--- config.mk ---
export PLATFORM = sky130hd
export DESIGN_NAME = fir_reload_seq
export DESIGN_NICKNAME = d
export VERILOG_FILES = /design/src/rtl/fir_reload_seq.sv
export SDC_FILE = /design/constraint.sdc
export NUM_CORES = 1
export LEC_CHECK = 0
export ABC_CLOCK_PERIOD_IN_PS = 2550
export BUFFER_PORTS_ARGS = -buffer_cell sky130_fd_sc_hd__buf_2
export CORE_UTILIZATION = 30
export DETAILED_ROUTE_END_ITERATION = 7
export PLACE_DENSITY = 0.51
export SLEW_MARGIN = 20
export SYNTH_ARGS = -nofsm -noshare
export SYNTH_HDL_FRONTEND = slang
export SYNTH_SLANG_ARGS = --single-unit
--- constraint.sdc ---
create_clock -name clk -period 2.55 [get_ports clk]
set_clock_uncertainty 0.1 [all_clocks]
set_input_delay 0.1275 -clock clk [delete_from_list [all_inputs] [get_ports clk]]
set_output_delay 0.1275 -clock clk [all_outputs]
set_load 0.005 [all_outputs]
--- src/rtl/fir_reload_seq.sv ---
// fir_reload_seq: synchronises a foreign reload strobe and sequences FIR reset, reload burst, settle delay and channel config
module fir_reload_seq #(
    parameter int SYNC_STAGES = 3,
    parameter int RST_LEN     = 5,
    parameter int BURST_LEN   = 104,
    parameter int CONF_DELAY  = 200,
    parameter int CNT_W       = 16,
    parameter int CH_W        = 2
) (
    input  logic            clk,
    input  logic            rst_ext_n,
    input  logic            in_val,
    input  logic [CH_W-1:0] in_ch,
    input  logic            err_clr,
    output logic            rel_tvalid,
    output logic            rel_tlast,
    input  logic            rel_tready,
    output logic            conf_tvalid,
    output logic [CH_W-1:0] conf_tdata,
    input  logic            conf_tready,
    output logic            rst_fir,
    output logic            busy,
    output logic            done,
    output logic            err_ovf,
    output logic            err_seq
);
    typedef enum logic [2:0] {IDLE, RST, LOAD, DELAY, CONF} state_t;
    state_t r_state, w_next;
    logic [SYNC_STAGES-1:0] r_sync;
    logic r_hist, r_edge, r_rel_v, r_done, r_err_ovf, r_err_seq;
    logic [CNT_W-1:0] r_cnt;
    logic [CH_W-1:0] r_ch;
    logic w_hs, w_last, w_cnt_inc, w_ovf_set, w_seq_set;
    assign w_hs      = r_rel_v & rel_tready;
    assign w_last    = r_cnt == CNT_W'(BURST_LEN - 1);
    assign w_cnt_inc = (r_state == RST || r_state == DELAY || (r_state == LOAD && w_hs)) && !(&r_cnt);
    assign w_ovf_set = r_state == LOAD && r_edge && r_rel_v && !rel_tready;
    assign w_seq_set = r_edge && (r_state == RST || r_state == DELAY || r_state == CONF);
    // synchroniser chain, history flop and registered rising-edge pulse
    always_ff @(posedge clk or negedge rst_ext_n) begin
        if (!rst_ext_n) begin
            r_sync <= '0;
            r_hist <= 1'b0;
            r_edge <= 1'b0;
        end else begin
            r_sync <= {r_sync[SYNC_STAGES-2:0], in_val};
            r_hist <= r_sync[SYNC_STAGES-1];
            r_edge <= r_sync[SYNC_STAGES-1] & ~r_hist;
        end
    end
    // state register
    always_ff @(posedge clk or negedge rst_ext_n) begin
        if (!rst_ext_n) r_state <= IDLE;
        else            r_state <= w_next;
    end
    // next-state decode; the tlast handshake ends the burst
    always_comb begin
        w_next = r_state;
        case (r_state)
            IDLE:    w_next = r_edge ? RST : IDLE;
            RST:     w_next = (r_cnt == CNT_W'(RST_LEN - 1)) ? LOAD : RST;
            LOAD:    w_next = (w_hs && w_last) ? DELAY : LOAD;
            DELAY:   w_next = (r_cnt == CNT_W'(CONF_DELAY - 1)) ? CONF : DELAY;
            CONF:    w_next = conf_tready ? IDLE : CONF;
            default: w_next = IDLE;
        endcase
    end
    // shared saturating counter, strobe holding, channel latch, done pulse and sticky errors
    always_ff @(posedge clk or negedge rst_ext_n) begin
        if (!rst_ext_n) begin
            r_cnt     <= '0;
            r_rel_v   <= 1'b0;
            r_ch      <= '0;
            r_done    <= 1'b0;
            r_err_ovf <= 1'b0;
            r_err_seq <= 1'b0;
        end else begin
            r_cnt     <= (w_next != r_state) ? '0 : r_cnt + CNT_W'(w_cnt_inc);
            r_rel_v   <= r_state == LOAD && w_next == LOAD && (r_edge || (r_rel_v && !rel_tready));
            r_ch      <= (r_state == IDLE && r_edge) ? in_ch : r_ch;
            r_done    <= r_state == CONF && conf_tready;
            r_err_ovf <= w_ovf_set | (r_err_ovf & ~err_clr);
            r_err_seq <= w_seq_set | (r_err_seq & ~err_clr);
        end
    end
    // outputs decoded from state and registers
    always_comb begin
        rst_fir     = r_state != RST;
        busy        = r_state != IDLE;
        conf_tvalid = r_state == CONF;
        conf_tdata  = (r_state == CONF) ? r_ch : '0;
        rel_tvalid  = r_rel_v;
        rel_tlast   = r_rel_v & w_last;
        done        = r_done;
        err_ovf     = r_err_ovf;
        err_seq     = r_err_seq;
    end
endmodule

# ---- After elaboration in Yosys (flattened, before gate mapping)
# Index checks and enable logic that the tools add are counted.
dict set report op_classes {
  bitwise_logic 9
  eq_ne 10
  muxes 8
  n_reduce_logical 21
  add_sub_neg 1
}
# cell n
set op_table {}
lappend op_table {{16-bit by 1-bit adder with 16-bit output} 1}
lappend op_table {{16-bit by 3-bit == test with 1-bit output, second input constant} 1}
lappend op_table {{16-bit by 7-bit == test with 1-bit output, second input constant} 1}
lappend op_table {{16-bit by 8-bit == test with 1-bit output, second input constant} 1}
lappend op_table {{16-bit 2-to-1 mux} 1}
lappend op_table {{16-bit AND reduction} 1}
lappend op_table {{3-bit case mux with 5 select lines} 1}
lappend op_table {{1-bit logical AND} 12}
lappend op_table {{3-bit by 2-bit == test with 1-bit output, second input constant} 3}
lappend op_table {{3-bit 2-to-1 mux} 2}
lappend op_table {{1-bit bitwise AND} 5}
lappend op_table {{1-bit logical OR} 4}
lappend op_table {{2-bit 2-to-1 mux} 2}
lappend op_table {{3-bit by 1-bit == test with 1-bit output, second input constant} 1}
lappend op_table {{3-bit == test, second input constant} 1}
lappend op_table {{3-bit logical NOT} 1}
lappend op_table {{3-bit by 1-bit != test with 1-bit output, second input constant} 1}
lappend op_table {{3-bit != test} 1}
lappend op_table {{3-bit nonzero test} 1}
lappend op_table {{1-bit logical NOT} 2}
lappend op_table {{1-bit 2-to-1 mux} 2}
lappend op_table {{1-bit inverter} 2}
lappend op_table {{1-bit bitwise OR} 2}
dict set report word_totals {
  reg_bits 30
  word_cells 59
  out_inout_bits 10
  inputBits 8
}

# ---- Depth between registers and ports, before layout
dict set report depth {
  word_depth 7
  mapped_depth 11
  ltp_nobuf 10
}

# ---- Worst setup path before layout
# Ideal clock, no wire load.
dict set report synth_path {
  kind {register to register}
  from {register r_cnt[3]}
  to {register r_cnt[14]}
  arrival_ps 2182
  synth_period_minus_slack_ps 2369
  stages_incl_launch_ff 12
  path_buffers 1
  slack_ps 181
  setup_ps 87
  required_time_ps 2363
  path_cell_list {dfrtp_1 and4_1 buf_2 nand4_1 nor2_1 nor2_1 ha_1 ha_1 and2_1 nand3_2 or4b_1 a22oi_1}
}
dict set report synth_between {
  elab_chain_cells 6
  word_cells_on_any_way 14
  classes_between {add/sub: 1; eq/ne: 4; mux: 5; reduce/logical: 4}
}
# element line_no
set synth_rtl {}
lappend synth_rtl {{start: declaration} 31} ;# logic [CNT_W-1:0] r_cnt;
lappend synth_rtl {{start signal: assignment} 78} ;# r_cnt <= (w_next != r_state) ? '0 : r_cnt + CNT_W'(w_cnt_inc);
lappend synth_rtl {{parallel branches: the longest is 5 deep, another holds 16-bit by 1-bit adder with 16-bit output} -}
lappend synth_rtl {{16-bit 2-to-1 mux *} 78}
# Every way passes the cells marked *.
# A chain may end at the register's enable or synchronous reset.

# ---- Final worst setup path
dict set report layout_path {
  from {register r_cnt[10]}
  to {register r_cnt[14]}
}
# Same word-level chain as after synthesis.

==> key figures <==
Cells and area
  – Nets: 206
  – Layout cells sized above 1: 0.305
  – Layout area overhead: 26.8%
  – Number of fill cells in the layout: 519
  – Antenna diode count: 0
  – Design area: 2050 sq um

Timing
  – Max-slew headroom: 0.551
  – Final TNS setup: 0 ns
  – Max Freq: 420 MHz
  – Worst-Margin Slew: 0.673 ns
  – Period utilization: 0.934
  – Final setup violation count: 0
  – Fin. max-slew vios: 0
  – Final min period: 2.38 ns
  – Hold Fails Final Rpt: 0

Detailed routing
  – 1st-iter DRT viols: 90
  – Routed WL per cell: 15.0 microns
  – DRT antenna net count: 0
  – Vias per cell: 5.15
  – DR DRC count: 0
  – Routed WL: 4.01 mm
  – First drt pass iteration count: 4
  – Via count: 1376

Setup path
  – Worst setup EP type: flip-flop
  – Flop2flop setup slack: 0.17 ns
  – Cell mode on critical path: nor2_1
  – Max stage delay on crit path: 0.47 ns
  – Worst Setup Start Kind: flip-flop
  – Largest fanout on the critical path: 4
  – WP buf/inv: 0
  – CP Class: reg -> reg
  – Required @ worst endpoint: 2.65 ns
  – R2r worst-path depth: 10
  – Crit path DAT: 2.48 ns
  – RR Endpoint: r_cnt[14]
  – Worst reg2reg path startpoint: r_cnt[10]
  – Crit-path slowest cell: or4b_1
  – Family with the most delay on the worst path: simple AND/OR/NAND/NOR gates
  – Crit-path cells: and4_2, nand4_1, nor2_1, nor2_1, ha_2, ha_4, and2_4, nand3_2, or4b_1, a22oi_1

Logic synthesis
  – Compound-Gate Fraction of Synth Area: 0.175
  – Post-Syn Area: 1620 sq um
  – Warnings from Yosys: 0
  – Average size of a mapped cell: 10.4 sq um
  – Largest family of logic cells by synthesized area: simple AND/OR/NAND/NOR gates
  – Most common flop cell mapped by yosys: dfrtp_1
  – Post-Synth Adder-Cell Area: 0.0155
  – XOR/XNOR Fraction of Synth Area: 0.0487
  – #FFs+latches synth: 30
  – Register area share after synthesis: 0.464
  – Unique masters post-synth: 47
  – Syn Inst Count: 155
  – Synth top area share: 0.464
  – Post-Synth Simple-Gate Area: 0.240
  – Ys async rst share: 1.00
  – Area leader, netlist: dfrtp_1
  – Fraction of synthesized area in multiplexers: 0.0139
  – Synth top area cells: dfrtp_1 (46%), xor2_1 (3.8%), a31oi_1 (3.5%)
  – Syn_nets: 165
  – Post-synth EDFFs: 0

Clock network
  – Total CTS buffers: 5
  – Clk slew on worst S/H paths: 0.07 ns
  – Clock latency on the worst-skew pair: 0.29 ns
  – Htree depth: 2
  – Clock Path Buffers: 2
  – Root buffer cell: clkbuf_8
  – TritonCTS clock tree: built
  – TritonCTS sink count: 30

Global routing
  – Largest net degree at the start of global routing: 31
  – Vias in the first global route: 1361
  – Tot GR Track Use: 0.158
  – Initial antenna violation count: 0
  – GRT overflow: 0
  – Global-route wire length before repair: 6.56 mm

Die
  – Core ar.: 5140 sq um
  – Num ports: 18
  – Chip Width: 75.5 microns
  – FP Rows: 26
  – Initial core utilization: 0.315
  – Die Height: 75.5 microns
  – Die area: 5690 sq um

Placement
  – Port Buffer Count: 17
  – Placed Area: 1840 sq um
  – RD Place Congestion: 0.864
  – Final HPWL DP: 2.78 mm

Pwr
  – Internal power: 1000 uW
  – Pleak: 0.000920 uW
  – Switching Fraction: 0.358
  – Sequential power share: 0.374
  – Clk pwr share: 0.262
  – Comb power frac: 0.365
  – P per Cell Area: 760 nW/um^2
  – Sw power: 559 uW
  – Max rail drop VDD: 0.419 mV

Worst hold path
  – Hold path startpoint: rel_tready
  – Hold Path Sink: err_ovf
  – Hold path depth: 4
  – Min-Delay Path Class: in -> reg

Run
  – Max Cap Viol: 0

Outcome
  – Outcome: finished clean
==> layout make-up <==
class	count	area, sq um	share of cell area
multi-input cells	112	821	0.400
flip-flops and latches	30	751	0.366
repair buffers	40	273	0.133
well taps	70	87.6	0.0427
clock buffers	6	82.6	0.0402
inverters	7	26.3	0.0128
clock inverters	2	12.5	0.00609
==> registers in the layout, indices dropped and copies added, names as in the netlist <==
name / count
done: 1
err_ovf: 1
err_seq: 1
r_ch: 2
r_cnt: 16
r_edge: 1
r_hist: 1
r_state: 3
r_sync: 3
rel_tvalid: 1
==> stage by stage <==
step | hold WS (ns) | cells | utilization | total power, uW | setup WS [ns]
2_1_floorplan | -0.268 | 155 | - | 934 | 0.181
3_3_place_gp | 0.0978 | 249 | 0.359 | 1120 | 0.146
3_5_place_dp | 0.102 | 249 | 0.359 | 1110 | 0.0389
4_1_cts | 0.0932 | 263 | 0.389 | 1540 | 0.0332
5_1_grt | 0.124 | 267 | 0.399 | 1660 | -0.0103
6_report | 0.0851 | 267 | 0.399 | 1560 | 0.169
==> cell usage after synthesis (all sizes together) (2+ instances only) <==
| library cell | number |
|---|---|
| nor2b | 2 |
| buf | 6 |
| a31oi | 9 |
| a21oi | 5 |
| nor2 | 6 |
| o21a | 2 |
| nand4 | 5 |
| xor2 | 7 |
| o32ai | 3 |
| or4 | 2 |
| o31ai | 2 |
| nor3b | 2 |
| a22oi | 3 |
| mux2 | 2 |
| and3 | 5 |
| xnor2 | 2 |
| dfrtp | 30 |
| or3 | 2 |
| o21ai | 8 |
| nand2 | 9 |
| nand3 | 12 |
| inv | 7 |
| and2 | 3 |
| nor4 | 3 |
| and4 | 2 |
| ha | 2 |
==> logic make-up (layout without fill, tap and decap cells) <==
| logic type | count (synthesis) | count (layout) |
|---|---|---|
| flip-flops | 30 | 30 |
| buffers and inverters | 13 | 55 |
| multiplexers | 2 | 2 |
| AND/OR/NAND/NOR | 61 | 61 |
| adder cells (fa/ha/maj) | 2 | 2 |
| AO/OA/AOI/OAI | 38 | 38 |
| XOR/XNOR | 9 | 9 |
==> how the worst max path moves through the flow <==
stage                      endpoint  slack (ns)       start  cells after the start
after floorplan           r_cnt[14]        0.18    r_cnt[3]                     11
after global placement    r_cnt[14]        0.15   r_cnt[10]                     10
after detailed placement  r_cnt[14]        0.04   r_cnt[10]                     10
after CTS                 r_cnt[14]        0.03  r_state[2]                      9
after global routing      r_cnt[11]       -0.01   r_cnt[10]                     10
final                     r_cnt[14]        0.17   r_cnt[10]                     10
==> layout by cell type (no fill, tap or decap), types with 2 or more instances in the layout <==
cell           Yosys  routed
a21oi_1            5       5
a22oi_1            3       3
a31oi_1            9       9
and2_1             3       2
and3_1             3       3
buf_2              3      17
buf_4              1      17
clkbuf_8           0       6
dfrtp_1           30      30
dlygate4sd3_1      0       6
inv_1              7       7
mux2_2             2       2
nand2_1            9       9
nand3_1           10      10
nand3_2            2       2
nand4_1            5       5
nor2_1             6       6
nor2b_1            2       2
nor4_2             2       2
o21a_1             2       2
o21ai_0            8       8
o32ai_1            3       3
or3_1              2       2
or4_1              2       2
xnor2_1            2       2
xor2_1             7       7
==> power by group through the flow <==
stage	Clock, uW	Combinational (uW)	Sequential [uW]
after CTS	416	543	578
after floorplan	0	343	591
final	408	569	583
after global routing	440	628	592
after global placement	0	531	587
after detailed placement	0	528	586
==> per-layer routing <==
metal | vias to the layer above | GRT usage | part of all wire
met5 | - | 0 | 0
met4 | 0 | 0.0844 | 0.031
met3 | 12 | 0.0437 | 0.033
met2 | 26 | 0.229 | 0.46
met1 | 672 | 0.215 | 0.48
li1 | 666 | - | -
==> worst min-delay path: stages <==
cell     delay (ns)
buf_2          0.09
nor2b_1        0.04
nand3_1        0.09
o21ai_0        0.08
==> what timing repair did <==
| action | in CTS | in global routing |
|---|---|---|
| setup endpoints to repair | 0 | 2 |
| setup buffers | 0 | 4 |
| hold buffers | 6 | 0 |
| resized for setup | 0 | 6 |
| hold endpoints to repair | 36 | 0 |
Note: power is estimated with default switching activity, not from simulation.
